===== src/rtl/scan_pkg.sv =====
// Shared types and default geometry for the LED panel scan controller.
package scan_pkg;

   localparam int NUM_COLS    = 32;
   localparam int NUM_ROWS    = 8;
   localparam int DEPTH       = 4;
   localparam int BASE_TICKS  = 16;
   localparam int GUARD_TICKS = 2;

   localparam int COL_W   = (NUM_COLS > 1) ? $clog2(NUM_COLS) : 1;
   localparam int ROW_W   = (NUM_ROWS > 1) ? $clog2(NUM_ROWS) : 1;
   localparam int PLANE_W = (DEPTH > 1)    ? $clog2(DEPTH)    : 1;

   typedef enum logic [2:0] {
      IDLE    = 3'd0,
      SHIFT   = 3'd1,
      LATCH   = 3'd2,
      GUARD   = 3'd3,
      DISPLAY = 3'd4
   } scan_state_e;

   // BCM weighting: plane p is lit for base << p cycles.
   function automatic int unsigned plane_ticks(input int unsigned base, input int unsigned plane);
      return base << plane;
   endfunction

endpackage


===== src/rtl/panel_scan_ctrl_if.sv =====
// Panel-side signal bundle: run enable in, scan timing and pixel address out.
interface panel_scan_ctrl_if;
   import scan_pkg::*;

   logic               en;
   logic               sclk;
   logic               lat;
   logic               blank;
   logic [ROW_W-1:0]   abc;
   logic [COL_W-1:0]   col;
   logic [ROW_W-1:0]   row;
   logic [PLANE_W-1:0] plane;
   logic               frame_done;

   modport master (
      input  en,
      output sclk, lat, blank, abc, col, row, plane, frame_done
   );

   modport slave (
      output en,
      input  sclk, lat, blank, abc, col, row, plane, frame_done
   );

endinterface


===== src/rtl/scan_timer.sv =====
// Loadable down-counter; o_done is high while the count sits at zero.
module scan_timer #(
   parameter int W = 8
) (
   input  logic         clk,
   input  logic         rst,
   input  logic         i_load,
   input  logic [W-1:0] i_load_val,
   output logic         o_done
);

   logic [W-1:0] r_cnt;

   // Count down to zero and hold; a load always takes priority.
   always_ff @(posedge clk) begin
      if (rst) begin
         r_cnt <= '0;
      end else if (i_load) begin
         r_cnt <= i_load_val;
      end else if (r_cnt != '0) begin
         r_cnt <= r_cnt - W'(1);
      end else begin
         r_cnt <= r_cnt;
      end
   end

   assign o_done = (r_cnt == '0);

endmodule


===== src/rtl/panel_scan_ctrl.sv =====
// 1/8-scan BCM sequencer for the 32x16 RGB panel: sclk/lat/blank/abc plus pixel read address.
// Define SCAN_GHOST_GUARD_EN to insert a blanked GUARD interval between LATCH and DISPLAY.
module panel_scan_ctrl #(
   parameter int NUM_COLS   = scan_pkg::NUM_COLS,
   parameter int NUM_ROWS   = scan_pkg::NUM_ROWS,
   parameter int DEPTH      = scan_pkg::DEPTH,
   parameter int BASE_TICKS = scan_pkg::BASE_TICKS
`ifdef SCAN_GHOST_GUARD_EN
   ,
   parameter int GUARD_TICKS = scan_pkg::GUARD_TICKS
`endif
) (
   input  logic              clk,
   input  logic              rst,
   panel_scan_ctrl_if.master bus
);
   import scan_pkg::*;

   localparam int COL_W   = (NUM_COLS > 1) ? $clog2(NUM_COLS) : 1;
   localparam int ROW_W   = (NUM_ROWS > 1) ? $clog2(NUM_ROWS) : 1;
   localparam int PLANE_W = (DEPTH > 1)    ? $clog2(DEPTH)    : 1;
   localparam int TMR_W   = $clog2(BASE_TICKS) + DEPTH;

   localparam logic [COL_W-1:0]   COL_LAST   = COL_W'(NUM_COLS - 1);
   localparam logic [ROW_W-1:0]   ROW_LAST   = ROW_W'(NUM_ROWS - 1);
   localparam logic [PLANE_W-1:0] PLANE_LAST = PLANE_W'(DEPTH - 1);

   scan_state_e        r_state, w_state_nxt;
   logic               r_phase, w_phase_nxt;
   logic [COL_W-1:0]   r_col,   w_col_nxt;
   logic [ROW_W-1:0]   r_row,   w_row_nxt;
   logic [PLANE_W-1:0] r_plane, w_plane_nxt;
   logic [ROW_W-1:0]   r_abc,   w_abc_nxt;
   logic               r_sclk,  w_sclk_nxt;
   logic               r_lat,   w_lat_nxt;
   logic               r_blank, w_blank_nxt;
   logic               r_frame_done, w_frame_done_nxt;
   logic               w_tmr_load;
   logic [TMR_W-1:0]   w_tmr_val;
   logic [TMR_W-1:0]   w_disp_val;
   logic               w_tmr_done;

   assign w_disp_val = TMR_W'(plane_ticks(BASE_TICKS, 32'(r_plane)) - 32'd1);

   scan_timer #(.W(TMR_W)) u_timer (
      .clk        (clk),
      .rst        (rst),
      .i_load     (w_tmr_load),
      .i_load_val (w_tmr_val),
      .o_done     (w_tmr_done)
   );

   // Next-state, next-position and next-output decode; outputs are then registered.
   always_comb begin
      w_state_nxt      = r_state;
      w_phase_nxt      = r_phase;
      w_col_nxt        = r_col;
      w_row_nxt        = r_row;
      w_plane_nxt      = r_plane;
      w_abc_nxt        = r_abc;
      w_frame_done_nxt = 1'b0;
      w_tmr_load       = 1'b0;
      w_tmr_val        = '0;

      case (r_state)
         IDLE: begin
            if (bus.en) begin
               w_state_nxt = SHIFT;
               w_col_nxt   = '0;
               w_phase_nxt = 1'b0;
            end else begin
               w_state_nxt = IDLE;
            end
         end
         SHIFT: begin
            if (!r_phase) begin
               w_phase_nxt = 1'b1;
            end else if (r_col == COL_LAST) begin
               w_phase_nxt = 1'b0;
               w_col_nxt   = '0;
               w_abc_nxt   = r_row;
               w_state_nxt = LATCH;
            end else begin
               w_phase_nxt = 1'b0;
               w_col_nxt   = r_col + COL_W'(1);
            end
         end
         LATCH: begin
            w_tmr_load  = 1'b1;
`ifdef SCAN_GHOST_GUARD_EN
            w_state_nxt = GUARD;
            w_tmr_val   = TMR_W'(GUARD_TICKS - 1);
`else
            w_state_nxt = DISPLAY;
            w_tmr_val   = w_disp_val;
`endif
         end
`ifdef SCAN_GHOST_GUARD_EN
         GUARD: begin
            if (w_tmr_done) begin
               w_state_nxt = DISPLAY;
               w_tmr_load  = 1'b1;
               w_tmr_val   = w_disp_val;
            end else begin
               w_state_nxt = GUARD;
            end
         end
`endif
         DISPLAY: begin
            if (w_tmr_done) begin
               w_col_nxt   = '0;
               w_phase_nxt = 1'b0;
               w_state_nxt = SHIFT;
               if (r_plane != PLANE_LAST) begin
                  w_plane_nxt = r_plane + PLANE_W'(1);
               end else begin
                  w_plane_nxt = '0;
                  if (r_row != ROW_LAST) begin
                     w_row_nxt = r_row + ROW_W'(1);
                  end else begin
                     // Frame boundary: the only place en is honoured after start.
                     w_row_nxt        = '0;
                     w_frame_done_nxt = 1'b1;
                     if (bus.en) begin
                        w_state_nxt = SHIFT;
                     end else begin
                        w_state_nxt = IDLE;
                     end
                  end
               end
            end else begin
               w_state_nxt = DISPLAY;
            end
         end
         default: begin
            w_state_nxt = IDLE;
         end
      endcase

      w_sclk_nxt  = (w_state_nxt == SHIFT) && w_phase_nxt;
      w_lat_nxt   = (w_state_nxt == LATCH);
      w_blank_nxt = (w_state_nxt != DISPLAY);
   end

   // State, scan position and panel output registers.
   always_ff @(posedge clk) begin
      if (rst) begin
         r_state      <= IDLE;
         r_phase      <= 1'b0;
         r_col        <= '0;
         r_row        <= '0;
         r_plane      <= '0;
         r_abc        <= '0;
         r_sclk       <= 1'b0;
         r_lat        <= 1'b0;
         r_blank      <= 1'b1;
         r_frame_done <= 1'b0;
      end else begin
         r_state      <= w_state_nxt;
         r_phase      <= w_phase_nxt;
         r_col        <= w_col_nxt;
         r_row        <= w_row_nxt;
         r_plane      <= w_plane_nxt;
         r_abc        <= w_abc_nxt;
         r_sclk       <= w_sclk_nxt;
         r_lat        <= w_lat_nxt;
         r_blank      <= w_blank_nxt;
         r_frame_done <= w_frame_done_nxt;
      end
   end

   assign bus.sclk       = r_sclk;
   assign bus.lat        = r_lat;
   assign bus.blank      = r_blank;
   assign bus.abc        = r_abc;
   assign bus.col        = r_col;
   assign bus.row        = r_row;
   assign bus.plane      = r_plane;
   assign bus.frame_done = r_frame_done;

endmodule


===== src/flat_wrapper.sv =====
// flat-port wrapper written by rule: the top's interface ports become plain ports
module panel_scan_ctrl_flat import scan_pkg::*;
#(
   parameter int NUM_COLS   = scan_pkg::NUM_COLS,
   parameter int NUM_ROWS   = scan_pkg::NUM_ROWS,
   parameter int DEPTH      = scan_pkg::DEPTH,
   parameter int BASE_TICKS = scan_pkg::BASE_TICKS

)
  (clk, rst, bus_en, bus_sclk, bus_lat, bus_blank, bus_abc, bus_col, bus_row, bus_plane, bus_frame_done);
  panel_scan_ctrl_if bus_i ();
  input  logic clk;
  input  logic rst;
  input wire logic [$bits(bus_i.en)-1:0] bus_en;
  output wire logic [$bits(bus_i.sclk)-1:0] bus_sclk;
  output wire logic [$bits(bus_i.lat)-1:0] bus_lat;
  output wire logic [$bits(bus_i.blank)-1:0] bus_blank;
  output wire logic [$bits(bus_i.abc)-1:0] bus_abc;
  output wire logic [$bits(bus_i.col)-1:0] bus_col;
  output wire logic [$bits(bus_i.row)-1:0] bus_row;
  output wire logic [$bits(bus_i.plane)-1:0] bus_plane;
  output wire logic [$bits(bus_i.frame_done)-1:0] bus_frame_done;
  assign bus_i.en = bus_en;
  assign bus_sclk = bus_i.sclk;
  assign bus_lat = bus_i.lat;
  assign bus_blank = bus_i.blank;
  assign bus_abc = bus_i.abc;
  assign bus_col = bus_i.col;
  assign bus_row = bus_i.row;
  assign bus_plane = bus_i.plane;
  assign bus_frame_done = bus_i.frame_done;
  panel_scan_ctrl #(.NUM_COLS(NUM_COLS), .NUM_ROWS(NUM_ROWS), .DEPTH(DEPTH), .BASE_TICKS(BASE_TICKS)) u_core (.clk(clk), .rst(rst), .bus(bus_i));
endmodule

===== config.mk =====
export PLATFORM = sky130hd
export DESIGN_NAME = panel_scan_ctrl_flat
export DESIGN_NICKNAME = d
export VERILOG_FILES = /design/src/rtl/scan_pkg.sv /design/src/rtl/panel_scan_ctrl_if.sv /design/src/rtl/scan_timer.sv /design/src/rtl/panel_scan_ctrl.sv /design/src/flat_wrapper.sv
export SDC_FILE = /design/constraint.sdc
export NUM_CORES = 1
export LEC_CHECK = 0
export BUFFER_PORTS_ARGS = -buffer_cell sky130_fd_sc_hd__buf_2
export CAP_MARGIN = 20
export CORE_MARGIN = 4
export CORE_UTILIZATION = 51
export DETAILED_ROUTE_END_ITERATION = 10
export GPL_TIMING_DRIVEN = 0
export HOLD_SLACK_MARGIN = 0.02
export PLACE_DENSITY = 0.75
export SETUP_SLACK_MARGIN = 0.02
export SYNTH_ARGS = -nofsm -noshare
export SYNTH_HDL_FRONTEND = slang
export SYNTH_HIERARCHICAL = 1
export SYNTH_SLANG_ARGS = --single-unit

===== constraint.sdc =====
create_clock -name clk -period 2 [get_ports clk]
set_input_delay 0.3 -clock clk [delete_from_list [all_inputs] [get_ports clk]]
set_output_delay 0.3 -clock clk [all_outputs]
set_load 0.03 [all_outputs]

==> results_dict.tcl <==
set metrics [dict create \
    async_flop_share_pct 0 \
    fmax_ghz 0.521 \
    utilization_pct 64.5 \
    grt_pass1_vias 1333 \
    multi_input_area_sq_um 891 \
    finalWirelength_microns 3230 \
    crit_arrival_ns 2.18 \
    core_sq_mm 0.00283 \
    switching_share_pct 32.3 \
    cellLeakagePower_uw 0.000767 \
    yosysSeqAreaShare_pct 37.6 \
    post_drt_wl_per_cell_microns 13.6 \
    gp_congestion 0.776 \
    drt_iter0_markers 60 \
    ys_types 47 \
    hold_path_class "in -> reg" \
    synth_ff_type "dfxtp_1" \
    via_per_inst 5.61 \
    p_comb_share_pct 36.0 \
    crit_path_start_kind "flop" \
    nets 217 \
    syn_area_sq_mm 0.00154 \
    syn-instance-count 174 \
    path_clk_slew_ns 0.09 \
    fillCellCount 239 \
    drt-pass1-iter-count 4 \
    ant_nets 0 \
    switching_power_uw 579 \
    synth_edf_count 0 \
    port_buffers 19 \
    n_antenna_cell 0 \
    grt_max_degree 11 \
    std_cell_rows 19 \
    final_common_cell "dfxtp_1" \
    path_max_fanout 7 \
    cts_sinks 29 \
    relSlewSlack_pct 68.8 \
    cts.path.max_buffers 2 \
    drv_slew 0 \
    clock_latency_ns 0.33 \
    start_util_pct 54.5 \
    seqPwrFrac_pct 41.3 \
    antenna_found_initial 0 \
    cp-end-kind "flop" \
    numCtsBuffers 5 \
    outcome "finished clean" \
    ir_worst_vdd_v 0.000462 \
    grt_use_total_pct 18.5 \
    die_h_microns 63 \
    grt_pass1_wl_microns 5870 \
    cts_hold_buffers 0 \
    wl_met1_microns 1560 \
    synth_nets 186 \
    grt-ovfl-total 0 \
    synth_top_cell_by_area "dfxtp_1" \
    yosysWarningCount 6 \
    p_int_uw 1210 \
    syn2layout_area_growth_pct 18.2 \
    final_cell_mix "dfxtp_1 (26), nand2_1 (20), buf_2 (19)" \
    hpwl_microns 2250 \
    drive_gt1_share_pct 27.7 \
    die_w_microns 63 \
    io-pin-count 20 \
    power.share.clock_pct 22.7 \
    cp.required_ns 2.26 \
    root_buffer "clkbuf_4" \
    wl_met3_microns 93 \
    fin_crit_sh_pct 96.0 \
    hold_slack_ns 0.308 \
    worstMarginPinSlew_ns 0.468 \
    maxCapViolCount 0 \
    period_needed_ns 1.92 \
    die_area_sq_mm 0.00397 \
    yosys.area.top_type_share_pct 37.6 \
    vias 1330 \
    drcViolationCount 0 \
    dr.max_layer_used "met4" \
    clock_skew_ns 0.00545 \
    tritoncts "built" \
    finalHoldViolCount 0 \
    htreeDepth 2 \
    power_density_mw_per_mm2 982 \
    setup_viol 0 \
    rsz0062_at_grt "yes" \
    synth_area_leaders "dfxtp_1 (38%), ha_1 (7.3%), nand2_1 (4.9%)" \
    synth_seq_cells 29 \
    wl_met2_microns 1510 \
    seq_area_sq_um 589 \
    worst-setup-path-type "reg -> reg" \
    avgSynthCellArea_sq_um 8.87 \
]
==> cell usage after synthesis, types with 2 or more instances <==
library cell,n
nand3_1,5
nand3b_1,2
ha_1,9
a21oi_1,10
buf_6,5
inv_1,8
nor3_1,8
o21ai_0,7
nor2b_1,2
clkbuf_1,4
dfxtp_1,29
nor2_1,16
xnor2_1,4
mux2i_1,2
nand2_1,20
xor2_1,2
nor3b_1,4
and2_1,2
o32ai_1,4
a31oi_1,2
or2_2,2
mux2_2,2
==> cell families after synthesis <==
| logic type | after synthesis | synth area share, % |
|---|---|---|
| DFF | 29 | 37.6 |
| muxes | 4 | 2.76 |
| buffers and inverters | 17 | 6.57 |
| xor gates and xnor gates | 6 | 3.41 |
| AOI/OAI and AO/OA | 32 | 13.4 |
| and+or+nand+nor | 77 | 29.0 |
| adders and majority gates | 9 | 7.30 |
==> routing by layer <==
| layer | global-route usage (%) | vias up |
|---|---|---|
| li1 | - | 680 |
| met1 | 22.2 | 624 |
| met2 | 29.8 | 19 |
| met3 | 4.50 | 7 |
| met4 | 11.0 | 0 |
| met5 | 0 | - |
==> power groups by stage <==
| stage | registers (uW) | logic (uW) | clock network [uW] |
|---|---|---|---|
| detailed placement | 742 | 532 | 0 |
| floorplan | 728 | 451 | 0 |
| CTS | 733 | 618 | 419 |
| finish | 739 | 646 | 407 |
| global route | 745 | 708 | 457 |
| global placement | 737 | 513 | 0 |
==> sequential cells by signal (all words and copies together), names as in the netlist, 2 cells and up <==
signal / flops
u_core/u_timer/r_cnt: 8
u_core/bus.col: 5
u_core/bus.abc: 3
u_core/bus.row: 3
u_core/r_state: 3
u_core/bus.plane: 2
==> per-stage QoR <==
| stage | setup WS, ns | power (uW) | setup TNS, ns | area (sq um) | cells |
|---|---|---|---|---|---|
| floorplan | 0.0816 | 1180 | 0 | 1540 | 174 |
| global placement | -0.0359 | 1250 | -0.0388 | 1680 | 224 |
| detailed placement | -0.0859 | 1270 | -0.119 | 1680 | 224 |
| CTS | 0.0349 | 1770 | 0 | 1780 | 234 |
| global route | -0.0150 | 1910 | -0.0150 | 1820 | 237 |
| finish | 0.0797 | 1790 | 0 | 1820 | 237 |
==> critical path: stages (launching register included) <==
cell      delay (ns)
dfxtp_4         0.37
nor4_4          0.29
and4bb_1        0.25
buf_6           0.11
and4bb_2        0.23
buf_6           0.13
nand2_4         0.06
or3_1           0.30
a21oi_1         0.12
==> cell type report <==
| type | instances | area share [%] |
|---|---|---|
| clock inverters | 1 | 0.274 |
| well taps | 31 | 2.13 |
| clock buffers | 7 | 3.57 |
| repair buffers | 24 | 7.27 |
| multi-input cells | 128 | 48.8 |
| plain buffers | 9 | 3.98 |
| flip-flops and latches | 29 | 32.3 |
| inverters | 8 | 1.65 |
==> worst paths after layout <==
| path | cells after the start | endpoint | slack [ns] | from |
|---|---|---|---|---|
| worst max-delay path | 8 | u_core/bus.row[0]$_SDFFE_PP0P_ | 0.08 | u_core/u_timer/r_cnt[3]$_SDFFE_PP0P_ |
| worst min-delay path | 3 | u_core/u_timer/r_cnt[0]$_SDFFE_PP0P_ | 0.31 | rst |
| worst max register to register | 8 | u_core/bus.row[0]$_SDFFE_PP0P_ | 0.08 | u_core/u_timer/r_cnt[3]$_SDFFE_PP0P_ |
| worst min register to register | 2 | u_core/bus.col[4]$_SDFFE_PP0P_ | 0.50 | u_core/bus.col[4]$_SDFFE_PP0P_ |
==> repair_timing <==
action,in CTS,in global routing
resized for setup,4,10
buffers inserted,2,3
endpoints found under the setup margin,3,5
pin swaps,2,3
Power figures use the tool's default switching activity.
